$ cat src/rtl/frame_addr_gen.sv
// Tags pixel beats with burst addresses walking a ring of frame buffers, skips the reader-held buffer, emits an end-of-frame status beat.
// Latency: zero-cycle data/ready pass-through in STREAM; status beat valid the cycle after the final burst beat.
// Backpressure: in_ready mirrors out_ready while streaming; the status beat holds out_valid until accepted.
module frame_addr_gen #(
  parameter int                ADDR_W      = 32,
  parameter int                DATA_W      = 64,
  parameter int                NUM_BUFS    = 4,
  parameter logic [ADDR_W-1:0] BASE_ADDR   = 32'h0F80_0000,
  parameter logic [ADDR_W-1:0] BUF_STRIDE  = 32'h0040_0000,
  parameter logic [ADDR_W-1:0] BUF_BYTES   = 32'h0040_0000,
  parameter int                BURST_LEN   = 16,
  parameter int                BEAT_BYTES  = 8,
  parameter logic [ADDR_W-1:0] STATUS_ADDR = 32'h1900_0000,
  localparam int               IDX_W       = $clog2(NUM_BUFS),
  localparam int               BC_W        = (BURST_LEN > 1) ? $clog2(BURST_LEN) : 1
) (
  input  logic              sys_clk,
  input  logic              sys_rst,
  input  logic              frame_start,
  input  logic              frame_end,
  input  logic              hold_valid,
  input  logic [IDX_W-1:0]  hold_idx,
  input  logic [DATA_W-1:0] in_data,
  input  logic              in_valid,
  output logic              in_ready,
  output logic [DATA_W-1:0] out_data,
  output logic [ADDR_W-1:0] out_addr,
  output logic              out_addr_valid,
  output logic              out_last,
  output logic              out_valid,
  input  logic              out_ready,
  output logic [IDX_W-1:0]  cur_buf,
  output logic              overflow,
  output logic              seq_err
);

  typedef enum logic [1:0] {ST_IDLE, ST_STREAM, ST_STATUS} state_t;

  localparam logic [ADDR_W:0]  STEP      = (ADDR_W+1)'(BURST_LEN * BEAT_BYTES);
  localparam logic [BC_W-1:0]  BEAT_LAST = BC_W'(BURST_LEN - 1);

  state_t            state;
  logic [IDX_W-1:0]  last_buf;
  logic [ADDR_W-1:0] offset;
  logic [BC_W-1:0]   beat_cnt;
  logic [15:0]       burst_cnt;
  logic              end_pend;

  logic              xfer;
  logic              last_beat;
  logic [ADDR_W:0]   off_sum;
  logic              off_wrap;
  logic [IDX_W-1:0]  ring_nxt;
  logic [IDX_W-1:0]  nxt_buf;

  function automatic logic [ADDR_W-1:0] buf_base(input logic [IDX_W-1:0] idx);
    return BASE_ADDR + ADDR_W'(idx) * BUF_STRIDE;
  endfunction

  function automatic logic [IDX_W-1:0] ring_inc(input logic [IDX_W-1:0] idx);
    return (idx == IDX_W'(NUM_BUFS - 1)) ? '0 : idx + IDX_W'(1);
  endfunction

  // Transfer qualification, offset advance/wrap and next-buffer selection around a held buffer
  always_comb begin
    xfer      = (state == ST_STREAM) && in_valid && out_ready;
    last_beat = (beat_cnt == BEAT_LAST);
    off_sum   = {1'b0, offset} + STEP;
    off_wrap  = (off_sum >= {1'b0, BUF_BYTES});
    ring_nxt  = ring_inc(last_buf);
    nxt_buf   = (hold_valid && (hold_idx == ring_nxt)) ? ring_inc(ring_nxt) : ring_nxt;
  end

  // Output mux: idle, combinational pass-through, or the fixed-address status beat
  always_comb begin
    in_ready       = 1'b0;
    out_valid      = 1'b0;
    out_addr_valid = 1'b0;
    out_last       = 1'b0;
    out_data       = '0;
    out_addr       = buf_base(cur_buf) + offset;
    case (state)
      ST_STREAM: begin
        in_ready       = out_ready;
        out_valid      = in_valid;
        out_data       = in_data;
        out_addr_valid = in_valid && (beat_cnt == '0);
        out_last       = in_valid && last_beat;
      end
      ST_STATUS: begin
        out_valid                  = 1'b1;
        out_addr                   = STATUS_ADDR;
        out_addr_valid             = 1'b1;
        out_last                   = 1'b1;
        out_data[ADDR_W-1:0]       = buf_base(cur_buf);
        out_data[ADDR_W+15:ADDR_W] = burst_cnt;
      end
      default: ;
    endcase
  end

  // Frame sequencing, beat/burst counting, wrap and error flags
  always_ff @(posedge sys_clk) begin
    if (sys_rst) begin
      state     <= ST_IDLE;
      cur_buf   <= '0;
      last_buf  <= IDX_W'(NUM_BUFS - 1);
      offset    <= '0;
      beat_cnt  <= '0;
      burst_cnt <= '0;
      end_pend  <= 1'b0;
      overflow  <= 1'b0;
      seq_err   <= 1'b0;
    end else begin
      case (state)
        ST_IDLE: begin
          if (frame_start) begin
            cur_buf   <= nxt_buf;
            offset    <= '0;
            beat_cnt  <= '0;
            burst_cnt <= '0;
            state     <= ST_STREAM;
          end
        end
        ST_STREAM: begin
          if (frame_start) seq_err <= 1'b1;
          if (xfer) begin
            beat_cnt <= last_beat ? '0 : beat_cnt + BC_W'(1);
            if (last_beat) begin
              if (burst_cnt != 16'hFFFF) burst_cnt <= burst_cnt + 16'd1;
              if (off_wrap) begin
                offset   <= '0;
                overflow <= 1'b1;
              end else begin
                offset <= off_sum[ADDR_W-1:0];
              end
            end
          end
          // Bursts always complete; an end request mid-burst waits for the last beat
          if (xfer && last_beat && (end_pend || frame_end)) begin
            state <= ST_STATUS;
          end else if (frame_end && (beat_cnt == '0) && !xfer) begin
            state <= ST_STATUS;
          end else if (frame_end) begin
            end_pend <= 1'b1;
          end
        end
        ST_STATUS: begin
          if (frame_start) seq_err <= 1'b1;
          if (out_ready) begin
            last_buf <= cur_buf;
            end_pend <= 1'b0;
            state    <= ST_IDLE;
          end
        end
        default: state <= ST_IDLE;
      endcase
    end
  end

endmodule

$ cat config.mk
export PLATFORM = sky130hd
export DESIGN_NAME = frame_addr_gen
export DESIGN_NICKNAME = d
export VERILOG_FILES = /design/src/rtl/frame_addr_gen.sv
export SDC_FILE = /design/constraint.sdc
export NUM_CORES = 1
export LEC_CHECK = 0
export BUFFER_PORTS_ARGS = -buffer_cell sky130_fd_sc_hd__buf_2
export CAP_MARGIN = 20
export CORE_ASPECT_RATIO = 0.9
export CORE_MARGIN = 2
export CORE_UTILIZATION = 52
export DETAILED_ROUTE_END_ITERATION = 8
export HOLD_SLACK_MARGIN = 0.06
export PLACE_DENSITY = 0.88
export SYNTH_ARGS = -nofsm -noshare
export SYNTH_HDL_FRONTEND = slang
export SYNTH_SLANG_ARGS = --single-unit
$ cat constraint.sdc
create_clock -name sys_clk -period 4.7 [get_ports sys_clk]
set_input_delay 0.705 -clock sys_clk [delete_from_list [all_inputs] [get_ports sys_clk]]
set_output_delay 0.705 -clock sys_clk [all_outputs]
set_load 0.02 [all_outputs]
Word level (Yosys, flattened, before mapping)
Cells that the tools add are included.

Add/sub/neg operators: 7. $lt $le $gt $ge: 1. Eq/ne operators: 16. Mux-type cells: 34. Reduce and logical (&&, ||, !) cells: 25.

Operators with widths (count): 32-bit two-way mux (5); 48-bit case mux with 2 select lines (1); 16-bit two-way mux (5); 32-bit case mux with 2 select lines (1); 32-bit by 8-bit adder with 33-bit output (second input constant) (1); 33-bit by 23-bit greater-or-equal comparator with 1-bit output (second input constant) (1); 32-bit adder (1); 16-bit case mux with 2 select lines (1); 28-bit by 24-bit adder with 29-bit output (first input constant) (1); 16-bit by 1-bit adder with 16-bit output (second input constant) (1); 16-bit != test (second input constant) (1); 2-bit two-way mux (7); 2-bit != test (second input constant) (7); 4-bit two-way mux (3); 5-bit AND reduction (2); 1-bit logical AND (9); 1-bit case mux with 2 select lines (4); 4-bit case mux with 2 select lines (1); 4-bit AND reduction (2); 2-bit == test (second input constant) (3); 2-bit case mux with 3 select lines (1); 2-bit AND reduction (3); 3-bit AND reduction (2); 1-bit two-way mux (5); 13 further kinds (15).

Flip-flop bits (word level): 61. Output and inout bits: 104.

Depth between registers and ports, before layout
Depth in word-level cells: 8. Depth in mapped cells: 10.

Worst setup path before layout
No wires, ideal clock.

Path kind: flip-flop to output port. Start point: reg cur_buf[1]. End point: out out_addr[30]. Arrival: 2.274 ns. Data required time: 3.995 ns. Path slack: 1.721 ns. Stages on the path, launching flop included: 10. Path through: dfxtp_1 > inv_1 > ha_1 > nor2b_1 > o21ai_0 > a21oi_1 > o21ai_0 > a21boi_0 > o21ai_0 > mux2_2.

Word-level cells in the longest chain between the ends: 3.

Ends and longest elaborated chain: from (decl) (RTL line 32) `output logic [IDX_W-1:0] cur_buf,`; from (signal assigned) (RTL line 118) `cur_buf <= nxt_buf;`; 28-bit by 24-bit adder with 29-bit output (RTL line 57) `return BASE_ADDR + ADDR_W'(idx) * BUF_STRIDE;`; 32-bit adder (RTL line 81) `out_addr = buf_base(cur_buf) + offset;`; 32-bit two-way mux (RTL line 82) `case (state)`; to (decl) (RTL line 27) `output logic [ADDR_W-1:0] out_addr,`.

Every way passes these cells.

Final worst setup path
Start point: reg offset[22]. End point: out out_addr[30].

Word-level cells in the longest chain between the ends: 2.

Ends and longest elaborated chain: from (decl) (RTL line 44) `logic [ADDR_W-1:0] offset;`; from (signal assigned) (RTL line 135) `offset <= off_sum[ADDR_W-1:0];`; 32-bit adder (RTL line 81); 32-bit two-way mux (RTL line 82).

Every way passes these cells.

==> run summary <==
Vias/cell = 5.60
Setup TNS = 0 ns
Critical path, cell by cell = ha_1, inv_1, fa_1, nor2b_1, o21ai_0, a21oi_1, o21ai_0, a21boi_0, o21ai_0, mux2_2, buf_2
Final hold violations = 0
Worst Path Arrival = 2.91 ns
Max FO, Critical Path = 7
Worst hold stages = 2
Yosys top cell by area = dfxtp_1
Via count = 4287
Fill cell count = 616
Total global routing track utilization = 28.4%
Minimum clock period = 3.62 ns
Count of different cell masters after synthesis = 47
Worst IR Drop VDD = 0.135 mV
Synth Flop Type = dfxtp_1
Core area = 7110 um2
Initial core utilization = 54.3%
Net count reported at finish = 761
RR Endpoint = offset[15]
Slew Viols, Final = 0
R2R Setup Slk = 1.67 ns
Crit-path max cell delay = 0.49 ns
Die Span Y = 85.8 um
N_diodes = 0
Clk sinks = 54
Slew margin rel. = 35.9%
WL met3 = 777 um
Cell area after synthesis = 3860 um2
# setup viols final = 0
Port bufs = 169
Hold_sp = overflow
Total leakage power = 2.22 nW
Avg WL per Cell = 15.4 um
Worst min-delay path endpoint = overflow
H-tree Lvls = 2
#FFs+latches synth = 54
RD Place Congestion = 0.899
Largest net degree at the start of global routing = 73
Post-CTS Setup Bufs = 0
Fin Hold WS = 0.482 ns
Overall die width = 94.9 um
CP max stage cell = dfxtp_1
DRT iter0 DRCs = 256
Yosys warns = 0
Setup crit end kind = output port
Asr flop ratio synth = 0%
Clock Tree Buf Depth = 2
Area Growth Syn to Fin = 24.3%
DRT met1 WL = 4580 um
Highest routed metal layer = met4
Vias in the first global route = 3994
Post-Route Utilization = 67.5%
Avg Inst Size Synth = 7.40 um2
CTS tree = built
Die area = 8140 um2
Syn Inst Count = 522
WL met2 = 5990 um
Max frequency = 276 MHz
1st-pass router iterations = 5
Commonest cells in the netlist = 54 x dfxtp_1, 53 x and2_1, 47 x nand2_1, 45 x nor2_1, 39 x nor2b_1
DRC errors left = 0
Cts repair resizes = 0
Initial antenna violation count = 0
Worst hold path type = reg2reg
CTS clk-pin slew, worst paths = 0.10 ns
Top-count cell post-synth = dfxtp_1
Share of the synthesized area in the top cell type = 28.0%
MaxCap Viol Count = 0
Hold buffers post-CTS = 0
Grt total ovfl = 0
Synth area leaders = dfxtp_1 28%, and2_1 8.6%, nor2b_1 6.3%
Period utilization = 77.0%
Sequential area share after synthesis = 28.0%
Unrepaired setup endpoints after global routing = no
CP most frequent cell = o21ai_0
R2R depth = 8
# IOs = 177
Antenna viol nets, final = 0
Cell Pwr Density = 253 nW/um2
Critical path type = reg2out
Least-Margin Pin Slew = 0.962 ns
First-pass GRT wire length = 18500 um
Outcome = finished, final reports clean
FP Rows = 29
Clock root cell = clkbuf_8
Reg2Reg Launch Point = offset[7]
CTS Buf Count = 5
Number of synthesized flops with an enable pin = 0
Worst setup SP type = flip-flop
Clk Latency, worst-skew pair = 0.31 ns
Hpwl dp = 9260 um
DRT Wirelength = 11800 um
Worst endpoint required time = 3.99 ns
Setup Skew = 0.00885 ns
Layout cell share with drive strength beyond 1 = 27.5%
power by group:
part | internal [W] | switching (W)
Sequential | 0.000472 | 0.0000159
Combinational | 0.000162 | 0.000295
Clock | 0.000119 | 0.000152
worst max-delay path: cells and delay by family, from the launching register on:
family / cells / cell delay (ns)
buf+inv: 2 / 0.23
mux: 1 / 0.28
fa+ha+maj: 2 / 0.64
compound gates: 5 / 0.81
simple gates: 1 / 0.16
flops: 1 / 0.49
routing by layer:
layer,track usage (%),vias to the layer above
met2,51.5,193
li1,-,2089
met4,12.0,0
met5,0,-
met3,4.66,30
met1,32.8,1975
logic make-up (layout without fill, tap and decap cells):
group | after synthesis | count (layout) | synth area share, %
AO/OA/AOI/OAI | 106 | 106 | 17.3
XOR/XNOR | 22 | 22 | 4.99
adder cells (fa/ha/maj) | 16 | 16 | 5.38
buffers and inverters | 52 | 197 | 5.93
flip-flops | 54 | 54 | 28.0
multiplexers | 4 | 4 | 1.10
other | 1 | 7 | 0.0971
AND/OR/NAND/NOR | 267 | 267 | 37.3
per-stage QoR:
step | instance area (um2) | setup WS (ns) | std cells | power (W)
final | 4800 | 1.08 | 766 | 0.00122
after global routing | 4800 | 0.898 | 766 | 0.00127
after CTS | 4790 | 1.17 | 765 | 0.00121
after detailed placement | 4700 | 1.53 | 757 | 0.000950
after global placement | 4700 | 1.64 | 757 | 0.000939
after floorplan | 3890 | 1.72 | 528 | 0.000808
sequential cells by signal, summed over array words and instances (netlist names):
register,flops
seq_err,1
state,2
end_pend,1
burst_cnt,16
overflow,1
last_buf,2
cur_buf,2
beat_cnt,4
offset,25
area by class of cell:
type | count | area, um2 | share of cell area, %
clock buffers | 6 | 82.6 | 1.72
flip-flops and latches | 54 | 1080 | 22.5
multi-input cells | 422 | 2580 | 53.8
clock inverters | 2 | 12.5 | 0.261
inverters | 18 | 67.6 | 1.41
repair buffers | 171 | 861 | 17.9
well taps | 93 | 116 | 2.42
layout by cell type, fill, tap and decap left out, types with 4 or more instances in the layout:
cell type	n
or3_1	12
o21ai_0	26
inv_1	18
conb_1	7
and3_1	9
buf_2	169
dfxtp_1	54
nor2b_1	39
clkbuf_8	6
nand4_1	8
a21boi_0	6
nor3_1	9
nand3_1	25
nand2_1	47
and2_1	53
or4_1	4
nand2b_1	5
a31oi_1	9
xnor2_1	9
nor2_1	45
a21o_1	5
xor2_1	13
ha_1	13
a22oi_1	19
and4_1	5
a21oi_1	25
worst max path at each step:
stage          startpoint            to  slack [ns]
3_3_place_gp   offset[22]  out_addr[30]        1.64
6_report       offset[22]  out_addr[30]        1.08
3_5_place_dp   offset[22]  out_addr[30]        1.53
2_1_floorplan  cur_buf[1]  out_addr[30]        1.72
4_1_cts        offset[22]  out_addr[30]        1.17
5_1_grt        offset[22]  out_addr[30]        0.90
Note: power is estimated with default switching activity, not from simulation.
